[src/rtl/mem_access_unit.sv]
// -----------------------------------------------------------------------------
// mem_access_unit
//
// Initiator-side master for a word-only data memory. It accepts byte,
// halfword and word load/store requests from the processor load/store path
// and turns each one into word-aligned memory cycles. The memory can only
// write whole words, so a sub-word store is done as read-modify-write: the
// old word is read, the addressed lane is replaced, and the merged word is
// written back.
//
// Ports:
//   clk            system clock, all state changes on posedge
//   reset          asynchronous, active-low reset
//   req_valid      request present
//   req_ready      unit can accept a request (high only when idle)
//   req_we         1 = store, 0 = load
//   req_size       00 byte, 01 halfword, 10 word, 11 illegal
//   req_signed     sign-extend sub-word loads
//   req_addr       byte address
//   req_wdata      store data, right-aligned
//   resp_valid     one-cycle completion pulse
//   resp_rdata     load result, valid with resp_valid (0 for stores/errors)
//   resp_err       misaligned, illegal size or out-of-range access
//   address_to_mem word-aligned memory address (0 when the bus is idle)
//   data_to_mem    memory write data (0 when the bus is idle)
//   write_enable   memory write strobe, high for exactly one cycle per store
//   data_from_mem  combinational memory read data
//   access_count   completed-access counter
//
// Build option:
//   MAU_ACCESS_COUNT_EN  when defined, access_count counts error-free
//                        completions and saturates at all-ones; when
//                        undefined it is tied to zero and no counter exists.
// -----------------------------------------------------------------------------
module mem_access_unit #(
    parameter int MEM_WORDS = 64,
    parameter int CNT_WIDTH = 16
) (
    input  logic                 clk,
    input  logic                 reset,
    input  logic                 req_valid,
    output logic                 req_ready,
    input  logic                 req_we,
    input  logic [1:0]           req_size,
    input  logic                 req_signed,
    input  logic [31:0]          req_addr,
    input  logic [31:0]          req_wdata,
    output logic                 resp_valid,
    output logic [31:0]          resp_rdata,
    output logic                 resp_err,
    output logic [31:0]          address_to_mem,
    output logic [31:0]          data_to_mem,
    output logic                 write_enable,
    input  logic [31:0]          data_from_mem,
    output logic [CNT_WIDTH-1:0] access_count
);

    typedef enum logic [2:0] {
        S_IDLE,
        S_LOAD,
        S_READ,
        S_WRITE,
        S_RESP
    } state_t;

    localparam logic [1:0] SZ_BYTE = 2'b00;
    localparam logic [1:0] SZ_HALF = 2'b01;
    localparam logic [1:0] SZ_WORD = 2'b10;

    state_t      state_q;

    // Request fields latched at acceptance; only the parts used after
    // acceptance are kept (the word address lives in address_to_mem_q).
    logic [1:0]  req_size_q;
    logic        req_signed_q;
    logic [1:0]  req_lane_q;
    logic [31:0] req_wdata_q;

    // Registered outputs
    logic        req_ready_q;
    logic        resp_valid_q;
    logic [31:0] resp_rdata_q;
    logic        resp_err_q;
    logic [31:0] address_to_mem_q;
    logic [31:0] data_to_mem_q;
    logic        write_enable_q;

    // Combinational next values
    logic        acc_err_d;
    logic [31:0] word_addr_d;
    logic [31:0] load_data_d;
    logic [31:0] merged_d;

    // Illegal size, misalignment for the size, or word index past the memory.
    function automatic logic access_error(input logic [1:0] size, input logic [31:0] addr);
        logic err;
        case (size)
            SZ_BYTE: err = 1'b0;
            SZ_HALF: err = addr[0];
            SZ_WORD: err = |addr[1:0];
            default: err = 1'b1;
        endcase
        if ({2'b00, addr[31:2]} >= 32'(MEM_WORDS)) begin
            err = 1'b1;
        end
        return err;
    endfunction

    // Pick the addressed lane out of a little-endian word and extend it.
    function automatic logic [31:0] load_extract(input logic [31:0] word, input logic [1:0] size,
                                                 input logic sgn, input logic [1:0] lane);
        logic [7:0]  b;
        logic [15:0] h;
        logic [31:0] r;
        b = word[{lane, 3'b000} +: 8];
        h = word[{lane[1], 4'b0000} +: 16];
        case (size)
            SZ_BYTE: r = {{24{sgn & b[7]}}, b};
            SZ_HALF: r = {{16{sgn & h[15]}}, h};
            default: r = word;
        endcase
        return r;
    endfunction

    // Replace the addressed byte/halfword lane of the old word with new data.
    function automatic logic [31:0] store_merge(input logic [31:0] old, input logic [31:0] wdata,
                                                input logic [1:0] size, input logic [1:0] lane);
        logic [31:0] r;
        r = old;
        if (size == SZ_BYTE) begin
            r[{lane, 3'b000} +: 8] = wdata[7:0];
        end else if (size == SZ_HALF) begin
            r[{lane[1], 4'b0000} +: 16] = wdata[15:0];
        end else begin
            r = wdata;
        end
        return r;
    endfunction

    assign acc_err_d   = access_error(req_size, req_addr);
    assign word_addr_d = {req_addr[31:2], 2'b00};
    assign load_data_d = load_extract(data_from_mem, req_size_q, req_signed_q, req_lane_q);
    assign merged_d    = store_merge(data_from_mem, req_wdata_q, req_size_q, req_lane_q);

    always_ff @(posedge clk or negedge reset) begin
        if (!reset) begin
            state_q          <= S_IDLE;
            req_size_q       <= 2'b00;
            req_signed_q     <= 1'b0;
            req_lane_q       <= 2'b00;
            req_wdata_q      <= 32'h0;
            req_ready_q      <= 1'b1;
            resp_valid_q     <= 1'b0;
            resp_rdata_q     <= 32'h0;
            resp_err_q       <= 1'b0;
            address_to_mem_q <= 32'h0;
            data_to_mem_q    <= 32'h0;
            write_enable_q   <= 1'b0;
        end else begin
            case (state_q)
                S_IDLE: begin
                    if (req_valid && req_ready_q) begin
                        req_size_q   <= req_size;
                        req_signed_q <= req_signed;
                        req_lane_q   <= req_addr[1:0];
                        req_wdata_q  <= req_wdata;
                        req_ready_q  <= 1'b0;
                        resp_rdata_q <= 32'h0;
                        resp_err_q   <= acc_err_d;
                        if (acc_err_d) begin
                            // Errors skip the memory entirely.
                            resp_valid_q <= 1'b1;
                            state_q      <= S_RESP;
                        end else if (!req_we) begin
                            address_to_mem_q <= word_addr_d;
                            state_q          <= S_LOAD;
                        end else if (req_size == SZ_WORD) begin
                            address_to_mem_q <= word_addr_d;
                            data_to_mem_q    <= req_wdata;
                            write_enable_q   <= 1'b1;
                            state_q          <= S_WRITE;
                        end else begin
                            address_to_mem_q <= word_addr_d;
                            state_q          <= S_READ;
                        end
                    end
                end
                S_LOAD: begin
                    resp_rdata_q     <= load_data_d;
                    resp_valid_q     <= 1'b1;
                    address_to_mem_q <= 32'h0;
                    state_q          <= S_RESP;
                end
                S_READ: begin
                    // Address stays on the bus for the write-back cycle.
                    data_to_mem_q  <= merged_d;
                    write_enable_q <= 1'b1;
                    state_q        <= S_WRITE;
                end
                S_WRITE: begin
                    write_enable_q   <= 1'b0;
                    address_to_mem_q <= 32'h0;
                    data_to_mem_q    <= 32'h0;
                    resp_valid_q     <= 1'b1;
                    state_q          <= S_RESP;
                end
                S_RESP: begin
                    resp_valid_q <= 1'b0;
                    req_ready_q  <= 1'b1;
                    state_q      <= S_IDLE;
                end
                default: begin
                    req_ready_q      <= 1'b1;
                    resp_valid_q     <= 1'b0;
                    write_enable_q   <= 1'b0;
                    address_to_mem_q <= 32'h0;
                    data_to_mem_q    <= 32'h0;
                    state_q          <= S_IDLE;
                end
            endcase
        end
    end

`ifdef MAU_ACCESS_COUNT_EN
    logic [CNT_WIDTH-1:0] access_count_q;

    always_ff @(posedge clk or negedge reset) begin
        if (!reset) begin
            access_count_q <= '0;
        end else if (state_q == S_RESP && !resp_err_q && !(&access_count_q)) begin
            access_count_q <= access_count_q + CNT_WIDTH'(1);
        end
    end

    assign access_count = access_count_q;
`else
    assign access_count = '0;
`endif

    assign req_ready      = req_ready_q;
    assign resp_valid     = resp_valid_q;
    assign resp_rdata     = resp_rdata_q;
    assign resp_err       = resp_err_q;
    assign address_to_mem = address_to_mem_q;
    assign data_to_mem    = data_to_mem_q;
    assign write_enable   = write_enable_q;

endmodule

[config.mk]
export PLATFORM = sky130hd
export DESIGN_NAME = mem_access_unit
export DESIGN_NICKNAME = d
export VERILOG_FILES = /design/src/rtl/mem_access_unit.sv
export SDC_FILE = /design/constraint.sdc
export NUM_CORES = 1
export LEC_CHECK = 0
export ABC_CLOCK_PERIOD_IN_PS = 7400
export BUFFER_PORTS_ARGS = -buffer_cell sky130_fd_sc_hd__buf_4
export CAP_MARGIN = 20
export CELL_PAD_IN_SITES_DETAIL_PLACEMENT = 1
export CELL_PAD_IN_SITES_GLOBAL_PLACEMENT = 2
export CORE_UTILIZATION = 34
export CTS_CLUSTER_DIAMETER = 30
export CTS_CLUSTER_SIZE = 24
export DETAILED_ROUTE_END_ITERATION = 16
export PLACE_DENSITY_LB_ADDON = 0.2
export RECOVER_POWER = 100
export SLEW_MARGIN = 20
export SYNTH_ARGS = -nofsm -noshare
export SYNTH_HDL_FRONTEND = slang
export SYNTH_SLANG_ARGS = --single-unit
[constraint.sdc]
create_clock -name clk -period 7.4 [get_ports clk]
set_input_delay 0.74 -clock clk [delete_from_list [all_inputs] [get_ports clk]]
set_output_delay 0.74 -clock clk [all_outputs]
set_load 0.02 [all_outputs]
After elaboration in Yosys (flattened, before gate mapping)
Index checks and enable logic that the tools add are counted.

Register bits: 140. Bits of input ports: 103. Logic and storage cells: 87. Output and inout bits: 116.

Shift operators: 6. Bitwise operators: 6. Eq/ne operators: 12. Reduce and logical (&&, ||, !) cells: 16. Add/subtract/negate cells: 2. Magnitude comparators: 1. Multiplexer cells: 32.

Operator list (number): $mux 32 (9); $pmux 32 s2 (3); $pmux 32 s3 (1); $bwmux 32 (2); $shift 16x7->32 const A (1); $shift 8x7->32 const A (1); $shiftx 16x7->32 (1); $shiftx 32x6->16 (1); $shiftx 32x6->8 (1); $shiftx 8x7->32 (1); $ge 30x7->1 const B (1); $neg 5->7 (2); $ne 2x2->1 const B (5); $mux 1 (9); $pmux 1 s3 (3); $pmux 3 s3 (1); $reduce_or 2->1 (4); $eq 3x2->1 const B (2); $mux 3 (2); $reduce_and 2->1 (3); $reduce_and 3->1 (2); $reduce_and 5->1 (1); $eq 2x1->1 const B (2); $logic_not 2->1 (2); 11 further kinds (15).

Longest topological paths before layout
Depth after elaboration: 6. Depth in mapped cells: 9. Depth with buffers taken out: 7.

Least setup slack after synthesis
No wires, ideal clock.

Path type: register to register. Start: register req_lane_q[1]. End: register data_to_mem_q[21] (netlist: data_to_mem[21]). Clock period less this slack: 2333 ps. Required time: 7335 ps. Buffers on the path: 2. Arrival: 2268 ps. Cell stages (with the launch flop): 10. Setup time: 65 ps. Slack: 5067 ps. Cell sequence: dfrtp_1 > buf_2 > clkinv_1 > ha_1 > nor4bb_1 > clkbuf_1 > o31ai_1 > and2_0 > o41ai_1 > mux2_4.

Cells in the longest elaborated chain, start to end: 6. Elaborated cells on any way between the ends: 11. Classes of those cells: add/sub (2); shift (4); mux (5).

RTL lines: start, declared (RTL line 76) `logic [1:0] req_lane_q;`; start signal, assigned (RTL line 165) `req_lane_q <= req_addr[1:0];`; $neg 5->7 (RTL line 133) `r[{lane[1], 4'b0000} +: 16] = wdata[15:0];`; $shiftx 16x7->32 or $shift 16x7->32 (tied branches) (RTL line 133); $bwmux 32 (RTL line 133); $mux 32 (RTL line 132) `end else if (size == SZ_HALF) begin`; $mux 32 * (RTL line 130) `if (size == SZ_BYTE) begin`; $pmux 32 s3 * (RTL line 160) `case (state_q)`; end signal, assigned (RTL line 179) `data_to_mem_q <= req_wdata;`; end signal, assigned (RTL line 196) `data_to_mem_q <= merged_d;`; end, declared (RTL line 85) `logic [31:0] data_to_mem_q;`.

Mark *: on every way between the ends. The rest lies on a longest branch, timed or not. A chain may end at the register's enable or synchronous reset.

Final worst setup path
Start: register state_q[2]. End: register resp_rdata_q[14] (netlist: resp_rdata[14]).

Cells in the longest elaborated chain, start to end: 3. Elaborated cells on any way between the ends: 6. Classes of those cells: eq/ne (2); mux (1); reduce/logical (3).

RTL lines: start, declared (RTL line 70) `state_t state_q;`; start signal, assigned (RTL line 147) `state_q <= S_IDLE;`; start signal, assigned (RTL line 173) `state_q <= S_RESP;`; start signal, assigned (RTL line 176) `state_q <= S_LOAD;`; $eq 3x1->1 or $logic_not 3->1 (tied branches) (RTL line 160); $reduce_bool 2->1 (no source line) or $ne 2x2->1 (tied branches); $reduce_and 2->1 (no source line); end signal, assigned (RTL line 189) `resp_rdata_q <= load_data_d;`; end, declared (RTL line 82) `logic [31:0] resp_rdata_q;`.

Parallel ways exist; a longest one is shown, timed or not.

==> implementation parameters <==
Parameter                              Value

Run status
  Result of the run ... finished, violations left
  Violations in the final reports ... capacitance limit, slew limit

Timing
  Setup Viol. Count Final ... 0
  Worst Skew ... 8.699 ps
  Shortest period the worst path allows ... 4775 ps
  Tightest Pin Transition ... 3928 ps
  Max-slew headroom ... -1.619
  Sum Neg Setup Slack ... 0 ps
  Achievable clock frequency ... 209.4 MHz
  Final number of max-transition violations ... 120
  Portion of the clock cycle consumed by the worst path in the final layout ... 0.6453
  Setup repair after global routing missed its margin ... false
  Final count of hold timing violations ... 0

Power and ir drop
  Clock network fraction of design power ... 0.337
  P_sw ... 0.0009808 W
  Peak supply drop ... 0.0001624 V
  Fraction of power spent switching nets ... 0.3787
  Cell-internal power ... 0.001609 W
  Combinational power share ... 0.285
  Leakage power figure ... 4.353 nW
  Register share of total power ... 0.378
  Total power density per cell area ... 281.7 nW/um2

Worst hold path
  Capture endpoint of the worst hold path ... req_ready$_DFFE_PN1P_
  Worst hold path startpoint ... req_valid
  Number of cells traversed by the worst hold path ... 2
  Worst hold-check path type ... in -> reg

Placement
  Buffers added on ports ... 200
  Weighted congestion at the end of routability-driven global placement ... 0.7945
  Half-perimeter wire length after placement ... 18770 um

Routing
  Number of nets still failing antenna checks after routing ... 0
  Remaining design rule violation count ... 0
  Post-DR vias/cell ... 5.444
  First-iteration detailed-routing DRC count ... 473
  Detailed-route via count ... 6810
  First-pass iteration count of the detailed router ... 5
  Post-detailed-route wirelength per cell ... 21.56 um
  Routed Wire Length ... 26980 um

Global routing
  Vias in the first global route ... 6843
  GRT Overall Usage ... 0.2437
  Routing usage on met1 ... 0.3425
  Number of antenna violations at the first check in global routing ... 0
  Routing layer with the top usage in global route ... met2
  Largest net degree at the start of global routing ... 72
  Met3 Track Usage GR ... 0.03614
  Total global routing overflow ... 0
  Global-route wire length before repair ... 41220 um
  Met2 Track Usage GR ... 0.3881

CTS
  Clock sinks ... 138
  Worst skew pair latency ... 440 ps
  Number of gates resized after cts ... 0
  H-tree depth ... 4
  Post-CTS setup buffer count ... 0
  Cts-stage hold buffer count ... 0
  TritonCTS clock tree ... yes
  Deepest clock path buffer count ... 2
  Total CTS buffers ... 17
  Root buffer cell ... clkbuf_16
  Clock transition at the registers of the reported paths ... 70 ps

Die
  Die Y-Extent ... 151.1 um
  Die Span X ... 151.1 um
  Floorplan Core Area ... 21820 um2
  Initial Util ... 0.3462
  Area of the die ... 22820 um2
  # rows ... 54
  Top Ports ... 219

Synth
  Cell area after technology mapping ... 7555 um2
  Number of warnings printed during yosys synthesis ... 0
  Number of distinct standard cells referenced by the synthesized netlist ... 60
  Post-synth EDFFs ... 0
  Library cell with the largest summed area after synthesis ... dfrtp_1
  Ys flop type ... dfrtp_1
  Avg Synthesized Cell Area ... 9.551 um2
  Top-area cell type share of the netlist area ... 0.4538
  Share of flip-flops with an asynchronous set or reset after synthesis ... 1.000
  Biggest area contributors in the synthesized netlist ... dfrtp_1, nand2_1, mux2_4
  Cell count after synthesis ... 791
  Count of state elements after synthesis ... 138
  Portion of the post-synthesis area used by sequential elements ... 0.4573

Setup path
  Crit-path max FO ... 27
  Crit-path cells ... or2_0 > nor3_1 > clkbuf_1 > nor2_1 > clkbuf_1 > a22o_1
  Worst-case reg-to-reg path depth ... 6
  Type of destination of the critical path ... register
  CP bufs+invs ... 2
  Data required time of the critical path ... 7720 ps
  Delay of the slowest critical-path stage ... 1150 ps
  Capturing point of the worst reg2reg path ... resp_rdata[14]$_DFFE_PN0P_
  Kind of cell adding the most delay to the critical path ... simple AND/OR/NAND/NOR gates
  Cell mode on critical path ... clkbuf_1
  Arr. time, crit path ... 5100 ps
  Crit start category ... register
  Worst reg2reg path startpoint ... state_q[2]$_DFFE_PN0P_
  Flop2flop setup slack ... 2620 ps
  Start-to-end type of the worst setup path ... reg -> reg
  Slowest cell on the critical path ... clkbuf_1

Finish
  Commonest non-fill, non-tap cells in the layout ... nand2_1, dfrtp_1, buf_4
  Count of fill cells added during filler insertion ... 2585
  Combined area of the multi-input logic cells ... 3473 um2
  Layout Area Growth over Synthesis ... 21.71%
  Final net count ... 1066
  Antenna diode instance count ... 0
  Util after Layout ... 0.4213
  Most common cell after layout, fill and taps aside ... nand2_1
  Footprint of the flip-flops and latches ... 3456 um2
  Ratio of cells with drive above 1 in the final layout ... 0.1689

Job
  Max-Cap Viols ... 3
## worst max path at each step
stage               cells after the start                     endpoint                       from  slack (ps)
CTS                                     6   resp_rdata[14]$_DFFE_PN0P_     state_q[2]$_DFFE_PN0P_        3980
detailed placement                      6   resp_rdata[14]$_DFFE_PN0P_     state_q[2]$_DFFE_PN0P_        4000
global placement                        6   resp_rdata[14]$_DFFE_PN0P_     state_q[2]$_DFFE_PN0P_        4120
global route                            2    req_size_q[1]$_DFFE_PN0P_                      reset        2210
finish                                  6   resp_rdata[14]$_DFFE_PN0P_     state_q[2]$_DFFE_PN0P_        2620
floorplan                               9  data_to_mem[21]$_DFFE_PN0P_  req_lane_q[1]$_DFFE_PN0P_        5070
## cell type report
| cell class | count | share of cell area |
|---|---|---|
| clock buffer | 17 | 0.04626 |
| timing repair buffer | 213 | 0.1314 |
| sequential | 138 | 0.3758 |
| inverter | 34 | 0.01388 |
| multi-input combinational | 554 | 0.3777 |
| clock inverter | 15 | 0.01674 |
| tap | 280 | 0.03810 |
## metal layers
metal / share of wire / vias to the layer above
li1: - / 3106
met1: 0.46 / 3454
met2: 0.47 / 219
met3: 0.045 / 31
met4: 0.017 / 0
met5: 0 / -
## cell usage after synthesis (all sizes together) (9+ instances only)
cell / n
dfrtp: 137
buf: 47
o22ai: 16
mux2i: 15
inv: 33
nor2b: 12
and2: 26
clkbuf: 35
o221ai: 9
nor2: 23
nand2: 146
a22o: 10
o21ai: 43
a221oi: 25
mux2: 29
nand3b: 9
a21oi: 58
nand2b: 17
## sequential cells by signal, summed over array words and instances (netlist names)
register / count
data_to_mem: 32
req_wdata_q: 32
resp_valid: 1
req_ready: 1
write_enable: 1
state_q: 3
req_lane_q: 2
req_signed_q: 1
resp_err: 1
resp_rdata: 32
req_size_q: 2
address_to_mem: 30
## worst reg2reg max path: cells and delay by family (launching register included)
kind | cells | cell delay [ps]
flip-flops | 1 | 470
AO/OA/AOI/OAI | 1 | 420
AND/OR/NAND/NOR | 3 | 2060
buffers and inverters | 2 | 1710
## through the flow
step	power [W]	hold WS [ps]	area (um2)	worst slack, ps	instances
detailed placement	0.001728	472.0	9146	3999	1218
global placement	0.001720	465.5	9144	4123	1218
global route	0.002722	479.7	9195	2210	1251
floorplan	0.001464	444.4	7619	5067	808
finish	0.002590	463.8	9195	2625	1251
CTS	0.002608	341.3	9726	3978	1250
## power groups by stage
stage               clock, W  sequential (W)  combinational [W]
detailed placement         0        0.000988           0.000739
floorplan                  0        0.000900           0.000564
finish              0.000872        0.000979           0.000739
CTS                 0.000887        0.000976           0.000745
global route        0.000921        0.000988           0.000813
global placement           0        0.000987           0.000732
## cell families after synthesis
kind of cell,count (synthesis),share of synthesized area
mux,49,0.08894
compound gates,225,0.2049
simple gates,257,0.1669
flops,138,0.4573
fa+ha+maj,5,0.008281
other cells,1,0.0004964
buf+inv,116,0.07320
(Power assumes the default switching activity.)
